<file path="src/rtl/serial_subtractor_pkg.sv">
// Shared calculator definitions for the bit-serial subtractor: FSM encoding, default width
// and counter sizing. Optional feature macro: SERIAL_SUB_UNDERFLOW_EN.
package serial_subtractor_pkg;

  localparam int DEF_WIDTH = 9;

  typedef enum logic [1:0] {
    IDLE = 2'd0,
    RUN  = 2'd1,
    DONE = 2'd2
  } state_t;

  // Bits needed for a counter that must reach w-1.
  function automatic int cnt_width(input int w);
    return (w <= 2) ? 1 : $clog2(w);
  endfunction

endpackage

</file>
<file path="src/rtl/serial_subtractor_if.sv">
// Start/busy/done handshake and operand/result bus between the calculator controller
// (master) and the serial subtractor (slave).
interface serial_subtractor_if
  import serial_subtractor_pkg::*;
#(
  parameter int n = DEF_WIDTH
) ();

  logic         start;
  logic [n-1:0] in1;
  logic [n-1:0] in2;
  logic         busy;
  logic         done;
  logic [n-1:0] diff;
  logic         underflow;

  modport master (
    output start, in1, in2,
    input  busy, done, diff, underflow
  );

  modport slave (
    input  start, in1, in2,
    output busy, done, diff, underflow
  );

endinterface

</file>
<file path="src/rtl/serial_subtractor_full_subtractor.sv">
// Combinational 1-bit full subtractor cell: d = a - b - bin, with borrow out.
module full_subtractor (
  input  logic a,
  input  logic b,
  input  logic bin,
  output logic d,
  output logic bout
);

  assign d    = a ^ b ^ bin;
  assign bout = (~a & b) | (~(a ^ b) & bin);

endmodule

</file>
<file path="src/rtl/serial_subtractor.sv">
// Bit-serial unsigned subtractor, LSB first, one bit per clock with a registered borrow.
// Define SERIAL_SUB_UNDERFLOW_EN to register the final borrow onto the underflow output.
module serial_subtractor
  import serial_subtractor_pkg::*;
#(
  parameter int n = DEF_WIDTH
) (
  input logic                clk,
  input logic                rst,
  serial_subtractor_if.slave bus
);

  localparam int CW = cnt_width(n);

  state_t          state_q, state_d;
  logic [n-1:0]    a_q, b_q, res_q, diff_q, res_shift;
  logic [CW-1:0]   cnt_q;
  logic            borrow_q;
  logic            d_bit, bout;
  logic            accept, last;

  full_subtractor u_fs (
    .a   (a_q[0]),
    .b   (b_q[0]),
    .bin (borrow_q),
    .d   (d_bit),
    .bout(bout)
  );

  assign accept    = (state_q == IDLE) && bus.start;
  assign last      = (state_q == RUN) && (cnt_q == CW'(n - 1));
  // New bit enters at the MSB so that after n shifts bit 0 sits at the LSB.
  assign res_shift = (res_q >> 1) | ({{(n-1){1'b0}}, d_bit} << (n - 1));

  always_comb begin
    // NOTE: default first so every path assigns state_d and no latch is inferred.
    state_d = state_q;
    unique case (state_q)
      IDLE:    if (bus.start) state_d = RUN;
      RUN:     if (last)      state_d = DONE;
      DONE:                   state_d = IDLE;
      default:                state_d = IDLE;
    endcase
  end

  // NOTE: non-blocking assignments for all registers so every flop samples pre-edge values.
  always_ff @(posedge clk) begin
    if (rst) state_q <= IDLE;
    else     state_q <= state_d;
  end

  always_ff @(posedge clk) begin
    if (rst) begin
      a_q      <= '0;
      b_q      <= '0;
      res_q    <= '0;
      diff_q   <= '0;
      cnt_q    <= '0;
      borrow_q <= 1'b0;
    end else if (accept) begin
      a_q      <= bus.in1;
      b_q      <= bus.in2;
      cnt_q    <= '0;
      borrow_q <= 1'b0;
    end else if (state_q == RUN) begin
      a_q      <= a_q >> 1;
      b_q      <= b_q >> 1;
      res_q    <= res_shift;
      borrow_q <= bout;
      cnt_q    <= cnt_q + CW'(1);
      if (last) diff_q <= res_shift;
    end
  end

  assign bus.busy = (state_q != IDLE);
  assign bus.done = (state_q == DONE);
  assign bus.diff = diff_q;

`ifdef SERIAL_SUB_UNDERFLOW_EN
  logic underflow_q;

  always_ff @(posedge clk) begin
    if (rst)       underflow_q <= 1'b0;
    else if (last) underflow_q <= bout;
  end

  assign bus.underflow = underflow_q;

`ifndef SYNTHESIS
  always @(posedge clk) begin
    if (!rst && state_q == DONE && underflow_q) begin
      $display("underflow ERROR");
      $stop;
    end
  end
`endif
`else
  assign bus.underflow = 1'b0;
`endif

endmodule

</file>
<file path="src/flat_wrapper.sv">
// flat-port wrapper written by rule: the top's interface ports become plain ports
module serial_subtractor_flat import serial_subtractor_pkg::*;
#(
  parameter int n = DEF_WIDTH
)
  (clk, rst, bus_start, bus_in1, bus_in2, bus_busy, bus_done, bus_diff, bus_underflow);
  serial_subtractor_if #(.n(n)) bus_i ();
  input logic clk;
  input logic rst;
  input wire logic [$bits(bus_i.start)-1:0] bus_start;
  input wire logic [$bits(bus_i.in1)-1:0] bus_in1;
  input wire logic [$bits(bus_i.in2)-1:0] bus_in2;
  output wire logic [$bits(bus_i.busy)-1:0] bus_busy;
  output wire logic [$bits(bus_i.done)-1:0] bus_done;
  output wire logic [$bits(bus_i.diff)-1:0] bus_diff;
  output wire logic [$bits(bus_i.underflow)-1:0] bus_underflow;
  assign bus_i.start = bus_start;
  assign bus_i.in1 = bus_in1;
  assign bus_i.in2 = bus_in2;
  assign bus_busy = bus_i.busy;
  assign bus_done = bus_i.done;
  assign bus_diff = bus_i.diff;
  assign bus_underflow = bus_i.underflow;
  serial_subtractor #(.n(n)) u_core (.clk(clk), .rst(rst), .bus(bus_i));
endmodule
</file>
<file path="config.mk">
export PLATFORM = sky130hd
export DESIGN_NAME = serial_subtractor_flat
export DESIGN_NICKNAME = d
export VERILOG_FILES = /design/src/rtl/serial_subtractor_pkg.sv /design/src/rtl/serial_subtractor_if.sv /design/src/rtl/serial_subtractor_full_subtractor.sv /design/src/rtl/serial_subtractor.sv /design/src/flat_wrapper.sv
export SDC_FILE = /design/constraint.sdc
export NUM_CORES = 1
export LEC_CHECK = 0
export CAP_MARGIN = 20
export CORE_MARGIN = 5
export CORE_UTILIZATION = 47
export DETAILED_ROUTE_END_ITERATION = 8
export PLACE_DENSITY_LB_ADDON = 0.12
export SYNTH_ARGS = -nofsm -noshare
export SYNTH_HDL_FRONTEND = slang
export SYNTH_SLANG_ARGS = --single-unit
</file>
<file path="constraint.sdc">
create_clock -name clk -period 1.3 [get_ports clk]
set_input_delay 0.195 -clock clk [delete_from_list [all_inputs] [get_ports clk]]
set_output_delay 0.195 -clock clk [all_outputs]
set_load 0.005 [all_outputs]
</file>
==> reports/metrics.yaml <==
synth_top_family_by_area: "simple AND/OR/NAND/NOR gates"
grt_pass1_vias: 1426
floorplan.initialDensity_pct: 47.86
path_cells: "clkdlybuf4s50_1, or3b_1, buf_12, nor2_1, a211oi_2"
rows: 23
dpl_worst_slack_ns: -0.2927
syn_nets: 243
grt_pass1_wl_um: 6458
ys_types: 32
via_count: 1549
slowest_stage: "clkdlybuf4s50_1"
reg2reg_slack_ns: 0
synthSimpleGateAreaFrac_pct: 26.20
r2r_cells: 4
slew_viol_final: 0
overflow: 0
cts_buffers: 5
grtUsageTotal_pct: 15.27
portBuffers: 31
p_seq_share_pct: 52.3
ys_seq_area_share_pct: 44.24
cp.buffers_inverters: 2
yosys_warnings: 0
placed_cells: 301
antennaDiodeCount: 0
synthToLayoutAreaGrowth_pct: 32.13
layout-drive-gt1-share_pct: 18.70
wirelength_um: 3997
synth_edf_count: 0
die_w_um: 73.59
setup_viol: 1
finalNonFillerCells: 312
die_area_um2: 5415
hpwl_um: 2702
htreeDepth: 2
cts_root_buf: "clkbuf_8"
postSynth.asyncResetShare_pct: 0
worstSkewPairLatency_ns: 0.29
cts.reportedPaths.clkPinSlew_ns: 0.07
core-area_um2: 3971
p_switching_w: 0.0006479
cts_num_sinks: 42
status: "finished, violations left"
crit_path_start_kind: "primary input"
layout_common_cells: "36 x nand2_1, 36 x dfxtp_1, 29 x a21oi_1, 22 x nand2b_1, 20 x clkdlybuf4s50_1"
pwr-share-comb_pct: 15.9
rsz0062_at_grt: "yes"
p_leak_nw: 0.9436
hold_viol: 0
ir_drop_mv: 0.8522
die_y_um: 73.59
finalCriticalPeriod_ns: 1.306
swShare_pct: 24.49
synthAdderAreaFrac_pct: 2.370
ys_ff_latch: 42
crit_path_end_kind: "register"
drc_errors: 0
synth_top_flop_cell: "dfxtp_1"
violations: "setup timing"
fmax_ghz: 0.7657
worstPathRequired_ns: 1.47
synth_mux_area_share_pct: 4.740
p_per_area_nw_per_um2: 1054
viasPerCell: 4.965
postSynthCellCount: 219
pwr-share-clk_pct: 31.8
ant_nets: 0
arrival_ns: 1.48
ios: 33
crit_type: "primary input to register"
p_int_w: 0.001998
first_pass_iters: 4
maxCapViolations: 0
critPathTopFamily: "buffers and inverters"
antenna_found_initial: 0
syn_area_um2: 1901
cts_tree: "done"
synth_xor_area_share_pct: 0.4608
clock_path_buffers: 2
synth_compound_area_share_pct: 14.61
crit_fanout: 16
fin_nets: 285
period_share_pct: 100.5
wire_per_inst_um: 12.81
drt_iter0_markers: 67
synth_area_per_cell_um2: 8.678
place_congestion: 0.7536
fin_worst_skew_ns: 0.003295
slowest_delay_ns: 0.49
fin_ws_ns: -0.006049
grt_start_max_net_pins: 21
cp_num_cells: 5
hp-class: "primary input to register"
min_path_cells: 3
layout make-up:
type	instances	area [um^2]
Inverter	4	15.01
Clock inverter	1	5.005
Clock buffer	7	86.33
Timing Repair Buffer	52	538.0
Fill cell	354	1460
Multi-Input combinational cell	156	953.4
Tap cell	50	62.56
Sequential cell	42	850.8
sequential cells by signal, summed over array words and instances, names as in the netlist:
register and cells:
u_core.state_q 2, u_core.a_q 9, u_core.cnt_q 4, u_core.borrow_q 1
u_core.bus.diff 9, u_core.res_q 8, u_core.b_q 9
metrics by stage:
stage / util [%] / area [um^2] / setup TNS [ns] / hold slack (ns) / total power, W
after global placement: 59.17 / 2350 / -5.403 / 0.4462 / 0.001812
after global routing: 63.23 / 2511 / -0.4684 / 0.4720 / 0.002782
after floorplan: - / 1901 / 0 / 0.3310 / 0.001658
after detailed placement: 59.17 / 2350 / -6.360 / 0.4522 / 0.001818
after CTS: 61.34 / 2436 / -0.04482 / 0.4491 / 0.002656
final: 63.23 / 2511 / -0.006049 / 0.4528 / 0.002646
layer usage:
| layer | global-route usage (%) | vias to the layer above | wire length (um) |
|---|---|---|---|
| met5 | 0 | - | 0 |
| met1 | 20.30 | 700 | 1817 |
| met4 | 5.433 | 0 | 46 |
| li1 | - | 808 | - |
| met2 | 24.21 | 34 | 1942 |
| met3 | 3.420 | 7 | 192 |
worst min-delay path: stages:
cell	delay, ns
clkdlybuf4s50_1	0.40
nand2_1	0.06
a21oi_1	0.05
repair_timing:
item	CTS	global route
gates cloned	0	2
pin swaps	0	3
gates resized for setup	17	14
hold buffers	0	0
endpoints found under the setup margin	13	21
buffers inserted	0	1
power groups by stage:
stage / logic (W) / clock network [W] / registers, W
floorplan: 0.000253 / 0 / 0.00141
global placement: 0.000400 / 0 / 0.00141
detailed placement: 0.000404 / 0 / 0.00141
CTS: 0.000406 / 0.000868 / 0.00138
global route: 0.000467 / 0.000922 / 0.00139
finish: 0.000421 / 0.000841 / 0.00138
cells by family after synthesis:
logic type      Yosys count
compound gates           45
xor+xnor                  1
fa+ha+maj                 3
buf+inv                  21
flops                    42
mux                       9
other cells               1
simple gates             97
synthesized netlist by cell type, types with 2 or more instances:
master / number / area, um^2
dfxtp_1: 42 / 840.8
nand2_1: 36 / 135.1
a21oi_1: 29 / 145.1
nand2b_1: 22 / 137.6
nor2_1: 19 / 71.32
a211oi_1: 12 / 90.09
mux2i_1: 9 / 90.09
buf_2: 4 / 20.02
buf_6: 4 / 45.04
clkbuf_1: 4 / 15.01
inv_1: 4 / 15.01
nor3_1: 4 / 20.02
or3b_1: 4 / 35.03
buf_4: 3 / 22.52
nand3_1: 3 / 15.01
ha_1: 2 / 25.02
nand3b_1: 2 / 15.01
nor2b_1: 2 / 12.51
path summary, 6_finish.rpt:
| path | from | to |
|---|---|---|
| max reg2reg | u_core.state_q[1] | u_core.b_q[2] |
| min | bus_in1[8] | u_core.a_q[8] |
| max | bus_start | u_core.b_q[2] |
| min reg2reg | u_core.res_q[1] | u_core.res_q[1] |
No activity file was read; power rests on OpenSTA's default activity.
